<file path="src/rtl/id_ex_stage.sv">
// ----------------------------------------------------------------------------
// id_ex_stage -- ID/EX pipeline register with load-use bubble insertion.
//
// Captures the decoded instruction (control bundle, operands, register fields)
// between decode and execute. Per edge, the priority is:
// reset > flush_i > stall_i > load-use hazard > load.
// A flush or a hazard loads a bubble (valid/ctrl/data all zero), and
// bubble_cnt_o counts bubbles, saturating at all-ones.
//
// Optional feature: define ID_EX_HAZARD_DETECT_EN to enable load-use detection
// and stall_o. When it is undefined, stall_o is constant 0 and bubbles come
// only from flush_i.
//
// Ports:
//   clk, reset        single clock, synchronous active-high reset
//   ctrl_i[10:0]      {RegDst,ALUSrc,MemtoReg,RegWrite,MemRead,MemWrite,
//                      BranchNE,BranchEQ,ALUOp[2:0]}, passed through unmodified
//   valid_i           decode slot holds a real instruction
//   pc4_i, rs_data_i, rt_data_i, imm_i   DATA_WIDTH data paths
//   rs_i, rt_i, rd_i  register fields
//   stall_i           execute cannot accept; hold contents
//   flush_i           squash the decode slot (load a bubble)
//   ctrl_o, valid_o, pc4_o, rs_data_o, rt_data_o, imm_o, rs_o, rt_o
//                     registered copies of the inputs
//   write_reg_o       registered destination (rd_i if RegDst else rt_i)
//   stall_o           combinational load-use stall request to PC and IF/ID
//   bubble_cnt_o      saturating count of inserted bubbles
// ----------------------------------------------------------------------------
module id_ex_stage #(
    parameter int unsigned DATA_WIDTH = 32,
    parameter int unsigned CNT_WIDTH  = 16
) (
    input  logic                  clk,
    input  logic                  reset,
    input  logic [10:0]           ctrl_i,
    input  logic                  valid_i,
    input  logic [DATA_WIDTH-1:0] pc4_i,
    input  logic [DATA_WIDTH-1:0] rs_data_i,
    input  logic [DATA_WIDTH-1:0] rt_data_i,
    input  logic [DATA_WIDTH-1:0] imm_i,
    input  logic [4:0]            rs_i,
    input  logic [4:0]            rt_i,
    input  logic [4:0]            rd_i,
    input  logic                  stall_i,
    input  logic                  flush_i,
    output logic [10:0]           ctrl_o,
    output logic                  valid_o,
    output logic [DATA_WIDTH-1:0] pc4_o,
    output logic [DATA_WIDTH-1:0] rs_data_o,
    output logic [DATA_WIDTH-1:0] rt_data_o,
    output logic [DATA_WIDTH-1:0] imm_o,
    output logic [4:0]            rs_o,
    output logic [4:0]            rt_o,
    output logic [4:0]            write_reg_o,
    output logic                  stall_o,
    output logic [CNT_WIDTH-1:0]  bubble_cnt_o
);

    localparam int unsigned CTRL_W      = 11;
    localparam int unsigned REG_W       = 5;
    localparam int unsigned REGDST_BIT  = 10;
    localparam int unsigned MEMREAD_BIT = 6;

`ifdef ID_EX_HAZARD_DETECT_EN
    localparam bit HAZARD_EN = 1'b1;
`else
    localparam bit HAZARD_EN = 1'b0;
`endif

    logic [CTRL_W-1:0]     ctrl_q,      ctrl_d;
    logic                  valid_q,     valid_d;
    logic [DATA_WIDTH-1:0] pc4_q,       pc4_d;
    logic [DATA_WIDTH-1:0] rs_data_q,   rs_data_d;
    logic [DATA_WIDTH-1:0] rt_data_q,   rt_data_d;
    logic [DATA_WIDTH-1:0] imm_q,       imm_d;
    logic [REG_W-1:0]      rs_q,        rs_d;
    logic [REG_W-1:0]      rt_q,        rt_d;
    logic [REG_W-1:0]      write_reg_q, write_reg_d;
    logic [CNT_WIDTH-1:0]  cnt_q,       cnt_d;

    logic hazard_c;
    logic bubble_c;
    logic load_c;

    // Load-use hazard: a load in EX whose destination feeds the instruction in ID.
    // A zero destination is never a real dependency.
    always_comb begin
        hazard_c = HAZARD_EN && valid_q && ctrl_q[MEMREAD_BIT] && (rt_q != '0)
                   && valid_i && ((rt_q == rs_i) || (rt_q == rt_i));
        stall_o  = hazard_c & ~flush_i;
    end

    // Edge action decode: flush beats stall, stall beats hazard, hazard beats load.
    always_comb begin
        bubble_c = 1'b0;
        load_c   = 1'b0;
        if (flush_i) begin
            bubble_c = 1'b1;
        end else if (stall_i) begin
            bubble_c = 1'b0;
        end else if (hazard_c) begin
            bubble_c = 1'b1;
        end else begin
            load_c = 1'b1;
        end
    end

    // Next-state values; holding is the default.
    always_comb begin
        ctrl_d      = ctrl_q;
        valid_d     = valid_q;
        pc4_d       = pc4_q;
        rs_data_d   = rs_data_q;
        rt_data_d   = rt_data_q;
        imm_d       = imm_q;
        rs_d        = rs_q;
        rt_d        = rt_q;
        write_reg_d = write_reg_q;
        cnt_d       = cnt_q;

        if (bubble_c) begin
            ctrl_d      = '0;
            valid_d     = 1'b0;
            pc4_d       = '0;
            rs_data_d   = '0;
            rt_data_d   = '0;
            imm_d       = '0;
            rs_d        = '0;
            rt_d        = '0;
            write_reg_d = '0;
            if (cnt_q != '1) begin
                cnt_d = cnt_q + CNT_WIDTH'(1);
            end
        end else if (load_c) begin
            // An empty slot never carries live control bits into execute.
            ctrl_d      = valid_i ? ctrl_i : CTRL_W'(0);
            valid_d     = valid_i;
            pc4_d       = pc4_i;
            rs_data_d   = rs_data_i;
            rt_data_d   = rt_data_i;
            imm_d       = imm_i;
            rs_d        = rs_i;
            rt_d        = rt_i;
            write_reg_d = ctrl_i[REGDST_BIT] ? rd_i : rt_i;
        end
    end

    // Pipeline state register.
    always_ff @(posedge clk) begin
        if (reset) begin
            ctrl_q      <= '0;
            valid_q     <= 1'b0;
            pc4_q       <= '0;
            rs_data_q   <= '0;
            rt_data_q   <= '0;
            imm_q       <= '0;
            rs_q        <= '0;
            rt_q        <= '0;
            write_reg_q <= '0;
            cnt_q       <= '0;
        end else begin
            ctrl_q      <= ctrl_d;
            valid_q     <= valid_d;
            pc4_q       <= pc4_d;
            rs_data_q   <= rs_data_d;
            rt_data_q   <= rt_data_d;
            imm_q       <= imm_d;
            rs_q        <= rs_d;
            rt_q        <= rt_d;
            write_reg_q <= write_reg_d;
            cnt_q       <= cnt_d;
        end
    end

    assign ctrl_o       = ctrl_q;
    assign valid_o      = valid_q;
    assign pc4_o        = pc4_q;
    assign rs_data_o    = rs_data_q;
    assign rt_data_o    = rt_data_q;
    assign imm_o        = imm_q;
    assign rs_o         = rs_q;
    assign rt_o         = rt_q;
    assign write_reg_o  = write_reg_q;
    assign bubble_cnt_o = cnt_q;

endmodule

</file>
<file path="config.mk">
export PLATFORM = sky130hd
export DESIGN_NAME = id_ex_stage
export DESIGN_NICKNAME = d
export VERILOG_FILES = /design/src/rtl/id_ex_stage.sv
export SDC_FILE = /design/constraint.sdc
export NUM_CORES = 1
export LEC_CHECK = 0
export CAP_MARGIN = 20
export CORE_ASPECT_RATIO = 1.2
export CORE_MARGIN = 3
export CORE_UTILIZATION = 39
export CTS_CLUSTER_SIZE = 24
export DETAILED_ROUTE_END_ITERATION = 10
export PLACE_DENSITY_LB_ADDON = 0.15
export SETUP_SLACK_MARGIN = 0.2
export SYNTH_ARGS = -nofsm -noshare
export SYNTH_HDL_FRONTEND = slang
export SYNTH_SLANG_ARGS = --single-unit
</file>
<file path="constraint.sdc">
create_clock -name clk -period 2.17 [get_ports clk]
set_input_delay 0.434 -clock clk [delete_from_list [all_inputs] [get_ports clk]]
set_output_delay 0.434 -clock clk [all_outputs]
set_load 0.1 [all_outputs]
</file>
### After elaboration in Yosys (flattened, before gate mapping)

Cells that the tools add are included.

| storage, ports and cells | value |
|---|---|
| word-level logic and storage cells | 19 |
| output and inout bits | 172 |
| register bits after elaboration | 171 |
| input port bits | 159 |

| cells by class | value |
|---|---|
| reductions and logical operators | 2 |
| equality and inequality tests | 1 |
| $add $sub $neg | 1 |
| muxes and demuxes | 5 |

Operator list:

| operator | number |
|---|---|
| 16-bit by 1-bit adder with 16-bit output, second input constant | 1 |
| 16-bit inequality test, second input constant | 1 |
| 11-bit 2-to-1 mux | 1 |
| 5-bit 2-to-1 mux | 1 |
| 1-bit 2-to-1 mux | 3 |
| 2-bit AND reduction | 1 |
| 2-bit OR reduction | 1 |

### Logic depth before layout (Yosys ltp)

| logic depth | value |
|---|---|
| word-level depth | 2 |
| mapped depth | 5 |
| mapped depth without buffers | 5 |

### Least setup slack after synthesis

Ideal clock, no wire load.

| timing path | value |
|---|---|
| path kind | flip-flop to flip-flop |
| start point | register cnt_q[3], in the netlist bubble_cnt_o[3] |
| end point | register cnt_q[11], in the netlist bubble_cnt_o[11] |
| buffers on the path | 0 |
| data required time | 2.100 ns |
| period minus slack after synthesis | 2.479 ns |
| setup slack | -0.309 ns |
| setup time | 0.070 ns |
| arrival | 2.408 ns |
| stages on the path, launching flop included | 5 |
| cell sequence | dfxtp_1 nand4_2 or3b_4 or4_1 a21oi_1 |

| between the ends | value |
|---|---|
| word-level cells in the longest chain between the ends | 2 |
| elaborated cells between the ends (all ways) | 3 |
| those cells by class | add/sub: 1; eq/ne: 1; reduce/logical: 1 |

RTL lines:

| what | RTL line | text |
|---|---|---|
| from (decl) | 79 | `logic [CNT_WIDTH-1:0] cnt_q, cnt_d;` |
| from (signal assigned) | 171 | `cnt_q <= cnt_d;` |
| parallel branches: the longest is 2 deep, another holds 16-bit by 1-bit adder with 16-bit output | - |  |

Parallel ways; which one is timed is not known.
A chain may end at the register's enable or synchronous reset.

### Final worst setup path

| timing path | value |
|---|---|
| start point | input port flush_i |
| end point | register cnt_q[11], in the netlist bubble_cnt_o[11] |

| between the ends | value |
|---|---|
| word-level cells in the longest chain between the ends | 2 |

RTL lines:

| what | RTL line | text |
|---|---|---|
| from (decl) | 45 | `input logic flush_i,` |
| 1-bit 2-to-1 mux | 97 | `if (flush_i) begin` |
| 2-bit AND reduction (no line) | - |  |

Every way passes these cells.

==> impl_metrics.tcl <==
set metrics [dict create \
    clock-root-buffer "sky130_fd_sc_hd__clkbuf_16" \
    swShare 0.294 \
    globalRouteOverflowTotal 0 \
    power.ir.vdd_worst_mv 0.549 \
    p_total_mw 7.66 \
    final_layout_size_suffix_gt1_frac 0.252 \
    p_leak_nw 4.51 \
    postSynth.asyncResetShare 0 \
    drt-total-wl_mm 19.3 \
    maxCapViolCount 0 \
    final.min_clock_period_ns 1.81 \
    timing.critical_path.required_ns 2.51 \
    placement_rows 50 \
    timing.rr.start "bubble_cnt_o[5]" \
    yosys_register_bits 171 \
    ant_nets 0 \
    tritoncts_clock_tree "done" \
    crit_start "flush_i" \
    cts-resized-gates 0 \
    top_cell_type_s_share_of_synthesized_area 0.544 \
    status "complete, no violations" \
    rr_endpoint "bubble_cnt_o[11]" \
    yosysUniqueCellTypes 35 \
    crit_slowest_cell "sky130_fd_sc_hd__clkdlybuf4s50_1" \
    power.share.combinational 0.199 \
    synthesis.nets 787 \
    buffer_ports.inserted 329 \
    worstPathCellList "clkdlybuf4s50_1, and3_2, or3b_4, or4_1, a21oi_1" \
    path_clk_slew_ns 0.06 \
    fp.dieH_um 145 \
    clock_tree.htree_level_count 4 \
    setup_viol 0 \
    syn-cell-area_um2 6290 \
    cts_buffers 17 \
    pwr-share-clk 0.374 \
    gpl.final_weighted_congestion 0.767 \
    grt_max_degree 79 \
    clkLatencyLatePin_ns 0.41 \
    grt_usage 0.216 \
    ys_top_cells_by_area "sky130_fd_sc_hd__dfxtp_1 54%, sky130_fd_sc_hd__mux2i_1 23%, sky130_fd_sc_hd__nor2_1 9.1%, sky130_fd_sc_hd__a21oi_1 2.1%, sky130_fd_sc_hd__clkbuf_1 1.6%" \
    fin_area_um2 10100 \
    multiInputGateArea_um2 2700 \
    synth_cells 627 \
    regToRegSetupSlack_ns 0.43 \
    finalHoldViolCount 0 \
    report.final.slew_viol_count 0 \
    seqPwrFrac 0.427 \
    final.setup.worst_slack_ns 0.358 \
    max_stage_delay_ns 0.47 \
    post_synth.cell_area_avg_um2 10.0 \
    max-slew-margin-rel 0.650 \
    hold_class "flop to flop" \
    num_vias 5634 \
    antenna_violations_before_repair 2 \
    drt_first_iter_violations 198 \
    top_reg_cell_synth "sky130_fd_sc_hd__dfxtp_1" \
    critical_path.max_fanout 5 \
    setup.worst_path.class "input pin to flop" \
    critPathCaptureType "flop" \
    floorplan.die_area_um2 17700 \
    finish.net_count 1109 \
    worst_clock_skew_ns 0.00505 \
    startpoint_type "input pin" \
    initial_core_util 0.401 \
    grt_first_pass_wirelength_mm 30.0 \
    post-cts-setup-buffer-count 0 \
    postPlaceCellArea_um2 9500 \
    cts.hold.buffers_added 0 \
    first_global_vias 5701 \
    cellPowerDensity_nw_per_um2 762 \
    sequential_cell_area_um2 3480 \
    floorplan.die.width_um 122 \
    worstSetupEndpoint "bubble_cnt_o[11]" \
    drcViolationCount 0 \
    rsz_0062_raised_after_global_routing "false" \
    detail_route.first_pass.iterations 5 \
    critical_path_arrival_ns 2.15 \
    num_io_pins 331 \
    yosys_warnings 0 \
    wire_per_inst_um 16.5 \
    timing.final.crit_share 0.835 \
    detailed_place_hpwl_mm 15.0 \
    seq_area_frac_synth 0.544 \
    fmax_mhz 552 \
    viasPerCell 4.82 \
    worst_slew_pin_slew_ns 0.520 \
    tritoncts_num_sinks 171 \
    number_of_buffers_on_the_longest_clock_path 2 \
    area_of_the_core_um2 15700 \
    yosysTopAreaCell "sky130_fd_sc_hd__dfxtp_1" \
    n_fill_cell 1292 \
    p_int_mw 5.41 \
    place_worst_setup_slack_ns -0.0482 \
    synth-edff-count 0 \
    depth_of_the_most_critical_reg_to_reg_path 4 \
    areaGrowthSynthToFinish_pct 59.8 \
    power.switching_mw 2.25 \
]
==> synthesized netlist by cell type, types with 3 or more instances <==
cell                       number
sky130_fd_sc_hd__dfxtp_1      171
sky130_fd_sc_hd__nor2_1       153
sky130_fd_sc_hd__mux2i_1      145
sky130_fd_sc_hd__a21oi_1       26
sky130_fd_sc_hd__clkbuf_1      26
sky130_fd_sc_hd__nand2_1       16
sky130_fd_sc_hd__nand3_1       16
sky130_fd_sc_hd__buf_2         11
sky130_fd_sc_hd__o21ai_0        7
sky130_fd_sc_hd__nand4_1        5
sky130_fd_sc_hd__or3_1          5
sky130_fd_sc_hd__o31ai_1        4
sky130_fd_sc_hd__or4_1          4
sky130_fd_sc_hd__buf_1          3
sky130_fd_sc_hd__nand2b_1       3
sky130_fd_sc_hd__nor2b_1        3
sky130_fd_sc_hd__nor3_1         3
sky130_fd_sc_hd__nor4_1         3
sky130_fd_sc_hd__or2_2          3
==> metal layers <==
metal / GRT usage / part of all wire
met1: 0.228 / 0.36
met4: 0.105 / 0.039
met3: 0.0698 / 0.082
met5: 0 / 0
met2: 0.381 / 0.52
==> sequential cells by signal (all words and copies together) (netlist names) <==
name	cells
bubble_cnt_o	16
ctrl_o	11
imm_o	32
pc4_o	32
rs_data_o	32
rs_o	5
rt_data_o	32
rt_o	5
valid_o	1
write_reg_o	5
==> power groups by stage <==
stage	Combinational (mW)	Clock, mW	Sequential, mW
6_report	1.52	2.87	3.27
5_1_grt	1.59	3.06	3.28
4_1_cts	1.53	2.94	3.27
3_5_place_dp	1.53	0	3.34
3_3_place_gp	1.51	0	3.34
2_1_floorplan	0.327	0	4.01
==> placed cells by master (no fill, tap or decap), types with 2 or more instances in the layout <==
cell type	count
sky130_fd_sc_hd__nand2b_1	3
sky130_fd_sc_hd__clkinvlp_4	2
sky130_fd_sc_hd__o21ai_0	7
sky130_fd_sc_hd__dfxtp_1	155
sky130_fd_sc_hd__clkdlybuf4s50_1	157
sky130_fd_sc_hd__nor2_1	153
sky130_fd_sc_hd__o31ai_1	4
sky130_fd_sc_hd__buf_4	180
sky130_fd_sc_hd__mux2i_1	145
sky130_fd_sc_hd__inv_1	2
sky130_fd_sc_hd__buf_12	6
sky130_fd_sc_hd__nand4_2	2
sky130_fd_sc_hd__or2_2	2
sky130_fd_sc_hd__a31oi_1	2
sky130_fd_sc_hd__nor3_1	3
sky130_fd_sc_hd__nand3_1	16
sky130_fd_sc_hd__or4_1	4
sky130_fd_sc_hd__clkbuf_16	17
sky130_fd_sc_hd__clkbuf_8	3
sky130_fd_sc_hd__a211oi_1	2
sky130_fd_sc_hd__clkinv_4	2
sky130_fd_sc_hd__nand2_1	16
sky130_fd_sc_hd__diode_2	2
sky130_fd_sc_hd__clkinv_2	3
sky130_fd_sc_hd__dfxtp_4	14
sky130_fd_sc_hd__nor4_1	3
sky130_fd_sc_hd__dfxtp_2	2
sky130_fd_sc_hd__a21oi_1	26
sky130_fd_sc_hd__nand4_1	5
sky130_fd_sc_hd__nor2b_1	3
sky130_fd_sc_hd__or3_1	5
==> stage by stage <==
step,utilization,hold slack (ns),cells,TNS (ns)
3_3_place_gp,0.605,0.441,1138,-0.0889
3_5_place_dp,0.605,0.445,1138,-0.0826
6_report,0.641,0.449,1170,0
4_1_cts,0.640,0.454,1168,0
2_1_floorplan,-,0.578,627,0
5_1_grt,0.641,0.478,1170,0
==> worst min path at each step <==
| stage | depth (start not counted) | end | start | slack (ns) |
|---|---|---|---|---|
| 2_1_floorplan | 2 | imm_o[0] | imm_i[0] | 0.58 |
| 3_3_place_gp | 2 | ctrl_o[2] | ctrl_o[2] | 0.44 |
| 3_5_place_dp | 2 | ctrl_o[5] | ctrl_o[5] | 0.45 |
| 4_1_cts | 2 | ctrl_o[5] | ctrl_o[5] | 0.45 |
| 5_1_grt | 2 | ctrl_o[5] | ctrl_o[5] | 0.48 |
| 6_report | 2 | ctrl_o[5] | ctrl_o[5] | 0.45 |
==> final cells by class <==
cell class | count | share of cell area
sequential | 171 | 0.346
timing repair buffer | 344 | 0.304
antenna | 2 | 0.000498
clock inverter | 10 | 0.00920
inverter | 2 | 0.000746
clock buffer | 20 | 0.0464
multi-input combinational | 413 | 0.268
tap | 208 | 0.0259
==> kinds of logic after synthesis <==
kind of cell,Yosys count,synth area share
buffers and inverters,43,0.0284
other,1,0.000596
DFF,171,0.544
AOI/OAI and AO/OA,42,0.0368
adders and majority gates,1,0.00199
muxes,146,0.232
and+or+nand+nor,223,0.156
==> worst max-delay path: cells and delay by family <==
| family | cells | cell delay [ns] |
|---|---|---|
| buf+inv | 1 | 0.47 |
| simple gates | 3 | 1.09 |
| compound gates | 1 | 0.15 |
No activity file was read; power rests on OpenSTA's default activity.
